$ cat src/rtl/ks_step0_pkg.sv
// Shared definitions for the Kogge-Stone adder pipeline stages:
// default operand width and the sign / effective-operation encodings.
package ks_step0_pkg;

    localparam int KS_WIDTH = 25;

    typedef enum logic {
        KS_SIGN_POS = 1'b0,
        KS_SIGN_NEG = 1'b1
    } ks_sign_e;

    typedef enum logic {
        KS_OP_ADD = 1'b0,
        KS_OP_SUB = 1'b1
    } ks_eff_op_e;

    // Carry-in for the adder: subtraction is A + ~B + 1.
    function automatic logic ks_cin(input logic eff_sub);
        return eff_sub == KS_OP_SUB;
    endfunction

endpackage

$ cat src/rtl/ks_step0_if.sv
// Stream interface of the KS step-0 stage: an operand-pair input channel
// and a G0/P0 output channel.
// Handshake: a channel transfers exactly when its valid and ready are both 1
// at a rising clock edge; the producer holds valid and data until then.
interface ks_step0_if import ks_step0_pkg::*; #(
    parameter int WIDTH = KS_WIDTH
);
    logic             in_valid;
    logic             in_ready;
    logic [WIDTH-1:0] in_a;
    logic [WIDTH-1:0] in_b;
    logic             in_eff_sub;
    logic             in_sign;
    logic             out_valid;
    logic             out_ready;
    logic [WIDTH-1:0] out_G0;
    logic [WIDTH-1:0] out_P0;
    logic             out_sign;

    // Upstream/downstream environment side.
    modport master (
        output in_valid, in_a, in_b, in_eff_sub, in_sign, out_ready,
        input  in_ready, out_valid, out_G0, out_P0, out_sign
    );

    // The pipeline stage itself.
    modport slave (
        input  in_valid, in_a, in_b, in_eff_sub, in_sign, out_ready,
        output in_ready, out_valid, out_G0, out_P0, out_sign
    );
endinterface

$ cat src/rtl/ks_pg_cell.sv
// Per-bit generate/propagate cell. The cin input lets bit 0 absorb the
// adder carry-in so the prefix tree needs no separate carry path; upper
// bits tie cin to 0 and reduce to plain a&b / a^b.
module ks_pg_cell (
    input  logic a,
    input  logic b,
    input  logic cin,
    output logic g,
    output logic p
);
    logic half_p;

    assign half_p = a ^ b;
    assign g      = (a & b) | (half_p & cin);
    assign p      = half_p ^ cin;
endmodule

$ cat src/rtl/ks_step0.sv
// KS step 0: forms bitwise G0/P0 from aligned mantissas (carry-in folded
// into bit 0) and registers them behind a 2-entry main + skid buffer so
// in_ready is a flop with no path from out_ready.
module ks_step0 import ks_step0_pkg::*; #(
    parameter int WIDTH = KS_WIDTH
) (
    input  logic         clock,
    input  logic         resetn,
    ks_step0_if.slave    bus
);
    logic [WIDTH-1:0] b_x;
    logic             cin;
    logic [WIDTH-1:0] pg_g;
    logic [WIDTH-1:0] pg_p;

    logic             accept;
    logic             drain;

    logic             main_valid_q, main_valid_d;
    logic [WIDTH-1:0] main_g_q, main_g_d;
    logic [WIDTH-1:0] main_p_q, main_p_d;
    logic             main_sign_q, main_sign_d;
    logic             skid_full_q, skid_full_d;
    logic [WIDTH-1:0] skid_g_q, skid_g_d;
    logic [WIDTH-1:0] skid_p_q, skid_p_d;
    logic             skid_sign_q, skid_sign_d;
    logic             in_ready_q, in_ready_d;

    // Operand B conditioning: invert for subtraction, carry-in goes to bit 0.
    always_comb begin
        b_x = (bus.in_eff_sub == KS_OP_SUB) ? ~bus.in_b : bus.in_b;
        cin = ks_cin(bus.in_eff_sub);
    end

    for (genvar i = 0; i < WIDTH; i++) begin : g_cell
        if (i == 0) begin : g_lsb
            ks_pg_cell u_cell (
                .a   (bus.in_a[i]),
                .b   (b_x[i]),
                .cin (cin),
                .g   (pg_g[i]),
                .p   (pg_p[i])
            );
        end else begin : g_upper
            ks_pg_cell u_cell (
                .a   (bus.in_a[i]),
                .b   (b_x[i]),
                .cin (1'b0),
                .g   (pg_g[i]),
                .p   (pg_p[i])
            );
        end
    end

    // Buffer control: fill main first, overflow into skid, refill main from skid.
    always_comb begin
        accept       = bus.in_valid & in_ready_q;
        drain        = main_valid_q & bus.out_ready;
        main_valid_d = main_valid_q;
        main_g_d     = main_g_q;
        main_p_d     = main_p_q;
        main_sign_d  = main_sign_q;
        skid_full_d  = skid_full_q;
        skid_g_d     = skid_g_q;
        skid_p_d     = skid_p_q;
        skid_sign_d  = skid_sign_q;

        if (skid_full_q) begin
            // in_ready is low here, so nothing new can arrive this cycle.
            if (drain) begin
                main_g_d    = skid_g_q;
                main_p_d    = skid_p_q;
                main_sign_d = skid_sign_q;
                skid_full_d = 1'b0;
            end
        end else if (accept) begin
            if (!main_valid_q || drain) begin
                main_valid_d = 1'b1;
                main_g_d     = pg_g;
                main_p_d     = pg_p;
                main_sign_d  = bus.in_sign;
            end else begin
                skid_full_d  = 1'b1;
                skid_g_d     = pg_g;
                skid_p_d     = pg_p;
                skid_sign_d  = bus.in_sign;
            end
        end else if (drain) begin
            main_valid_d = 1'b0;
        end

        in_ready_d = !skid_full_d;
    end

    // State registers; reset empties both entries and clears the data.
    always_ff @(posedge clock or negedge resetn) begin
        if (!resetn) begin
            main_valid_q <= 1'b0;
            main_g_q     <= '0;
            main_p_q     <= '0;
            main_sign_q  <= 1'b0;
            skid_full_q  <= 1'b0;
            skid_g_q     <= '0;
            skid_p_q     <= '0;
            skid_sign_q  <= 1'b0;
            in_ready_q   <= 1'b0;
        end else begin
            main_valid_q <= main_valid_d;
            main_g_q     <= main_g_d;
            main_p_q     <= main_p_d;
            main_sign_q  <= main_sign_d;
            skid_full_q  <= skid_full_d;
            skid_g_q     <= skid_g_d;
            skid_p_q     <= skid_p_d;
            skid_sign_q  <= skid_sign_d;
            in_ready_q   <= in_ready_d;
        end
    end

    assign bus.in_ready  = in_ready_q;
    assign bus.out_valid = main_valid_q;
    assign bus.out_G0    = main_g_q;
    assign bus.out_P0    = main_p_q;
    assign bus.out_sign  = main_sign_q;

endmodule

$ cat src/flat_wrapper.sv
// flat-port wrapper written by rule: the top's interface ports become plain ports
module ks_step0_flat import ks_step0_pkg::*;
#(
    parameter int WIDTH = KS_WIDTH
)
  (clock, resetn, bus_in_valid, bus_in_a, bus_in_b, bus_in_eff_sub, bus_in_sign, bus_out_ready, bus_in_ready, bus_out_valid, bus_out_G0, bus_out_P0, bus_out_sign);
  ks_step0_if #(.WIDTH(WIDTH)) bus_i ();
  input  logic clock;
  input  logic resetn;
  input wire logic [$bits(bus_i.in_valid)-1:0] bus_in_valid;
  input wire logic [$bits(bus_i.in_a)-1:0] bus_in_a;
  input wire logic [$bits(bus_i.in_b)-1:0] bus_in_b;
  input wire logic [$bits(bus_i.in_eff_sub)-1:0] bus_in_eff_sub;
  input wire logic [$bits(bus_i.in_sign)-1:0] bus_in_sign;
  input wire logic [$bits(bus_i.out_ready)-1:0] bus_out_ready;
  output wire logic [$bits(bus_i.in_ready)-1:0] bus_in_ready;
  output wire logic [$bits(bus_i.out_valid)-1:0] bus_out_valid;
  output wire logic [$bits(bus_i.out_G0)-1:0] bus_out_G0;
  output wire logic [$bits(bus_i.out_P0)-1:0] bus_out_P0;
  output wire logic [$bits(bus_i.out_sign)-1:0] bus_out_sign;
  assign bus_i.in_valid = bus_in_valid;
  assign bus_i.in_a = bus_in_a;
  assign bus_i.in_b = bus_in_b;
  assign bus_i.in_eff_sub = bus_in_eff_sub;
  assign bus_i.in_sign = bus_in_sign;
  assign bus_i.out_ready = bus_out_ready;
  assign bus_in_ready = bus_i.in_ready;
  assign bus_out_valid = bus_i.out_valid;
  assign bus_out_G0 = bus_i.out_G0;
  assign bus_out_P0 = bus_i.out_P0;
  assign bus_out_sign = bus_i.out_sign;
  ks_step0 #(.WIDTH(WIDTH)) u_core (.clock(clock), .resetn(resetn), .bus(bus_i));
endmodule
$ cat config.mk
export PLATFORM = sky130hd
export DESIGN_NAME = ks_step0_flat
export DESIGN_NICKNAME = d
export VERILOG_FILES = /design/src/rtl/ks_step0_pkg.sv /design/src/rtl/ks_step0_if.sv /design/src/rtl/ks_pg_cell.sv /design/src/rtl/ks_step0.sv /design/src/flat_wrapper.sv
export SDC_FILE = /design/constraint.sdc
export NUM_CORES = 1
export LEC_CHECK = 0
export ABC_AREA = 1
export BUFFER_PORTS_ARGS = -buffer_cell sky130_fd_sc_hd__buf_2
export CAP_MARGIN = 20
export CORE_MARGIN = 2
export CORE_UTILIZATION = 35
export DETAILED_ROUTE_END_ITERATION = 7
export SYNTH_ARGS = -nofsm -noshare
export SYNTH_HDL_FRONTEND = slang
export SYNTH_SLANG_ARGS = --single-unit
$ cat constraint.sdc
create_clock -name clock -period 1.8 [get_ports clock]
set_input_delay 0.18 -clock clock [delete_from_list [all_inputs] [get_ports clock]]
set_output_delay 0.18 -clock clock [all_outputs]
set_load 0.03 [all_outputs]
==> run summary, run 1 <==
die area - 0.0158 mm²
Bufs on Longest Clock Path - 2
Worst Path Buf+Inv - 1
critical path type - flip-flop to flip-flop
core area - 0.0145 mm²
CTS resizes - 0
delay of the slowest critical-path stage - 0.41 ns
global-route wire length before repair - 19.3 mm
Critical Path RT - 2.06 ns
drt pass-1 iters - 4
Ports - 109
VDD IR max - 684 µV
unrepaired setup endpoints after global routing - false
CTS root buf - clkbuf_16
dpl ws - 0.276 ns
die extent in y - 126 µm
Area Overhead vs Synth - 19.7%
Worst EP arrival - 1.76 ns
cell family with most CP delay - simple AND/OR/NAND/NOR gates
number of global-route vias before repair - 3945
setup TNS - 0 ns
critical path's most frequent cell - nand2_1
post-route ant nets - 0
largest cells by area after synthesis - dfrtp_1, nand2_1, ha_1
PD cells - 1760 mW/mm²
max frequency - 663 MHz
worst-path cell with the longest stage delay - dfrtp_1
Slew Viols, Final - 0
number of stages on the worst setup path - 5
sequential fraction of the synthesis area - 50.8%
critical-path maximum fanout - 25
vias - 3941
Pwr Total - 10.9 mW
largest net degree at the start of global routing - 82
crit end category - flip-flop
Clock Skew - 0.00772 ns
worst setup margin - 0.293 ns
Min-Delay Path Class - input port to flip-flop
WHS Path Cells - 3
IO buf count - 108
Lkg Pwr - 3.25 nW
total gr overflow - 0
initial core utilization - 35.7%
Post-Syn Nets - 642
post-layout min period - 1.51 ns
Max-slew headroom - 72.8%
ANT cells - 0
CTS Buf Count - 9
Clk Latency, worst-skew pair - 0.35 ns
fin nets - 741
Iteration-0 DRC Markers - 215
Syn Area/Cell - 9.20 µm²
Ys Warns - 0
Placer Congestion - 0.744
Routed WL - 11.5 mm
run status - completed
final core utilization - 42.7%
Post-DP HPWL - 8.28 mm
Final Hold Viols - 0
top-area cell type share of the netlist area - 50.8%
vias per inst - 4.64
Max Cap Viol - 0
# rows - 44
R2R depth - 5
# DRC - 0
critical-path cell list - nand2_1, nand2_1, nand3_4, buf_12, o21ai_0
Yosys cell types - 21
Worst Tran Pin Value - 0.408 ns
CTS clk-pin slew, worst paths - 0.08 ns
share of layout cells above drive strength 1 - 25.7%
Cells after Synth - 562
period utilization - 83.7%
CP Launch Type - flip-flop
Yosys top cell by area - dfrtp_1
synthesized area - 0.00517 mm²
CTS tree - yes
# H-tree levels - 3
clock sink count - 105
final setup fails - 0
GRT Overall Usage - 15.3%
Yosys reg bits - 105
wire per inst - 13.6 µm
die width - 126 µm
antenna violations before repair - 0
metrics by stage:
stage               instances  hold slack, ns  cell area, µm²
finish                    850           0.107            6190
global route              850           0.128            6190
CTS                       850          0.0980            6190
detailed placement        833           0.144            5900
global placement          833           0.147            5900
floorplan                 562          -0.116            5170
cells in the final DEF (no fill, tap or decap), types with 3 or more instances in the layout:
cell,n
buf_12,6
buf_2,107
buf_4,8
clkbuf_16,9
dfrtp_1,105
ha_1,24
inv_1,37
mux2i_1,20
nand2_1,196
nor2_1,3
o21ai_0,46
o21ai_1,37
o21ai_2,28
xor2_1,24
cell type report:
class | count | area, µm²
clock buffer | 9 | 225
clock inverter | 7 | 53.8
fill | 1423 | 8290
inverter | 39 | 149
multi-input combinational | 384 | 2180
sequential | 105 | 2630
tap | 184 | 230
timing repair buffer | 122 | 726
power breakdown:
group | internal [mW] | switching, mW
combinational | 1.71 | 3.38
clock | 0.954 | 0.924
sequential | 3.40 | 0.539
total | 6.06 | 4.84
sequential cells by signal (all words and copies together), names as in the netlist:
| signal | flops |
|---|---|
| u_core.skid_g_q | 25 |
| u_core.bus.out_valid | 1 |
| u_core.skid_full_q | 1 |
| u_core.bus.out_sign | 1 |
| u_core.bus.out_P0 | 25 |
| u_core.skid_p_q | 25 |
| u_core.bus.in_ready | 1 |
| u_core.skid_sign_q | 1 |
| u_core.bus.out_G0 | 25 |
what timing repair did:
item | in CTS | in global routing
endpoints found under the hold margin | 27 | 0
setup buffers | 0 | 0
hold buffers | 1 | 0
cells in the mapped netlist (all sizes together):
cell    instances
clkbuf          9
buf            25
xor2           24
mux2i          20
o21ai         111
dfrtp         105
ha             24
nand3b          1
nand3           2
nand2         197
inv            39
o211ai          1
nor2            4
routing by layer:
layer	up-vias	track usage [%]	wire length (µm)
met2	84	25.6	5550
met1	1851	19.5	5340
met3	13	2.91	430
met5	-	0	0
li1	1993	-	-
met4	0	6.14	208
worst paths after layout:
check	startpoint	slack, ns	to
setup / recovery	u_core.bus.out_valid	0.29	u_core.bus.out_P0[3]
hold / removal	bus_in_sign	0.11	u_core.skid_sign_q
setup reg to reg	u_core.bus.out_valid	0.29	u_core.bus.out_P0[3]
hold reg to reg	u_core.bus.out_G0[19]	0.48	u_core.bus.out_G0[19]
max in group asynchronous	resetn	0.87	u_core.bus.out_G0[13]
min in group asynchronous	resetn	0.30	u_core.bus.out_P0[23]
logic make-up (layout without fill, tap and decap cells):
kind of cell / Yosys count / count (layout) / synth area share [%]
AO/OA/AOI/OAI: 112 / 112 / 12.9
XOR/XNOR: 24 / 24 / 4.06
adder cells (fa/ha/maj): 24 / 24 / 5.81
buffers and inverters: 73 / 177 / 7.21
flip-flops: 105 / 105 / 50.8
multiplexers: 20 / 20 / 3.87
AND/OR/NAND/NOR: 204 / 204 / 15.3
tightest hold or removal path, stage by stage:
cell and delay [ns]:
buf_2 0.11, inv_1 0.07, o21ai_1 0.07
(Power assumes the default switching activity.)
==> run 2, diff against run 1 <==
Clock period 1.8 ns to 1.3 ns, I/O delays scaled along.
==> run summary, run 2 (synthesis results as in run 1) <==
Post-DP HPWL - 8.37 mm
critical path type - flip-flop to flip-flop
fin nets - 770
clock share of power - 16.7%
commonest non-fill, non-tap cells in the layout - nand2_1, buf_2, dfrtp_1
Seq pwr share - 31.2%
failing checks - setup timing
Net Sw Power - 7.76 mW
final core utilization - 48.0%
Bufs on Longest Clock Path - 2
dpl ws - -0.0196 ns
Lkg Pwr - 3.62 nW
met1 GRT Util - 20.5%
CTS Buf Count - 9
post-route ant nets - 0
antenna violations before repair - 0
number of global-route vias before repair - 3993
routing usage on met2 - 25.7%
hold_sp - bus_in_sign
clock sink count - 105
global-route wire length before repair - 19.6 mm
Reg-to-Reg Start - u_core.bus.out_valid
CTS root buf - clkbuf_16
worst hold slack - 0.0619 ns
Area Overhead vs Synth - 34.3%
unrepaired setup endpoints after global routing - true
VDD IR max - 1200 µV
vias per inst - 4.78
period utilization - 101%
Final Hold Viols - 0
crit path launch - u_core.bus.out_valid
crit end category - flip-flop
Placed Cells - 843
Internal - 10.3 mW
wire per inst - 15.5 µm
most common cell after layout, fill and taps aside - nand2_1
post-place instance area - 0.00600 mm²
# H-tree levels - 3
# DRC - 0
Logic pwr share - 52.2%
Pwr Total - 18.0 mW
setup TNS - -0.0787 ns
Slew Viols, Final - 0
CTS tree - yes
run status - finished, violations left
max frequency - 759 MHz
Min-Delay Path Class - input port to flip-flop
GR peak layer - met2
fin area - 0.00695 mm²
vias - 4206
Worst Tran Pin Value - 0.343 ns
Max Cap Viol - 0
Max-slew headroom - 77.1%
drt pass-1 iters - 4
Routed WL - 13.7 mm
Layout Cells excl Fill - 879
Critical Path RT - 1.53 ns
die area - 0.0158 mm²
share of layout cells above drive strength 1 - 37.1%
Clk Latency, worst-skew pair - 0.35 ns
Clock Skew - 0.00495 ns
core area - 0.0145 mm²
Sw Ratio - 43.0%
ANT cells - 0
IO buf count - 108
met3 usage - 2.65%
final setup fails - 9
die extent in y - 126 µm
Worst EP arrival - 1.55 ns
initial core utilization - 35.7%
critical-path maximum fanout - 22
Iteration-0 DRC Markers - 203
GRT Overall Usage - 15.5%
Ports - 109
die width - 126 µm
CTS clk-pin slew, worst paths - 0.07 ns
PD cells - 2600 mW/mm²
CP Launch Type - flip-flop
post-layout min period - 1.32 ns
total gr overflow - 0
Placer Congestion - 0.723
largest net degree at the start of global routing - 45
# rows - 44
worst setup margin - -0.0167 ns
==> run 2: cell types whose count changed in the layout (fill, tap and decap cells not counted), moves of 6 or more <==
cell       previous run  this run
nand2_2               1        28
o21ai_1              37        29
o21ai_0              46        39
buf_4                 8        15
buf_6                 0         6
nand2_1             196       157
clkbuf_16             9        18
buf_12                6        12
o21ai_2              28        43
nand2_4               0        12
==> run 2: layout make-up <==
cell class,count,area [µm²]
flip-flops and latches,105,2630
well taps,184,230
repair buffers,151,1210
fillers,1367,7530
clock buffers,12,256
clock inverters,4,75.1
inverters,39,154
multi-input cells,384,2390
==> run 2: power groups by stage <==
stage	clock network [mW]	registers, mW	logic (mW)
after floorplan	0	6.85	3.98
after global placement	0	5.46	7.06
after detailed placement	0	5.51	7.22
after CTS	3.09	5.46	7.27
after global routing	3.24	5.81	10.2
final	3.00	5.62	9.40
==> run 2: what timing repair did <==
action	in CTS	in global routing
gates resized for setup	0	90
cloned	0	14
hold buffers	1	0
pin swaps	1	2
setup endpoints to repair	39	101
endpoints found under the hold margin	19	0
setup buffers	1	4
==> run 2: path summary, 6_finish.rpt <==
check / cells past startpoint / endpoint / slack [ns]
worst min-delay path: 3 / u_core.skid_sign_q / 0.06
max in group asynchronous: 3 / u_core.skid_g_q[11] / 0.53
worst min register to register: 2 / u_core.bus.out_P0[8] / 0.47
worst max register to register: 8 / u_core.skid_p_q[1] / -0.02
worst max-delay path: 8 / u_core.skid_p_q[1] / -0.02
min in group asynchronous: 2 / u_core.bus.out_G0[1] / 0.22
==> run 2: metal layers <==
layer  up-vias  wire length (µm)  part of all wire, %
met5         -                 0                    0
met1      2036              6120                   45
met4         0               190                  1.4
met3        13               571                  4.2
li1       2051                 -                    -
met2       106              6770                   50
==> run 2: critical path, cell delays in order, from the launching register on <==
cell	delay (ns)
dfrtp_2	0.38
inv_1	0.05
nor2_1	0.11
inv_2	0.06
nor2_4	0.18
inv_6	0.09
clkbuf_16	0.20
nand2_1	0.07
nand2_1	0.05
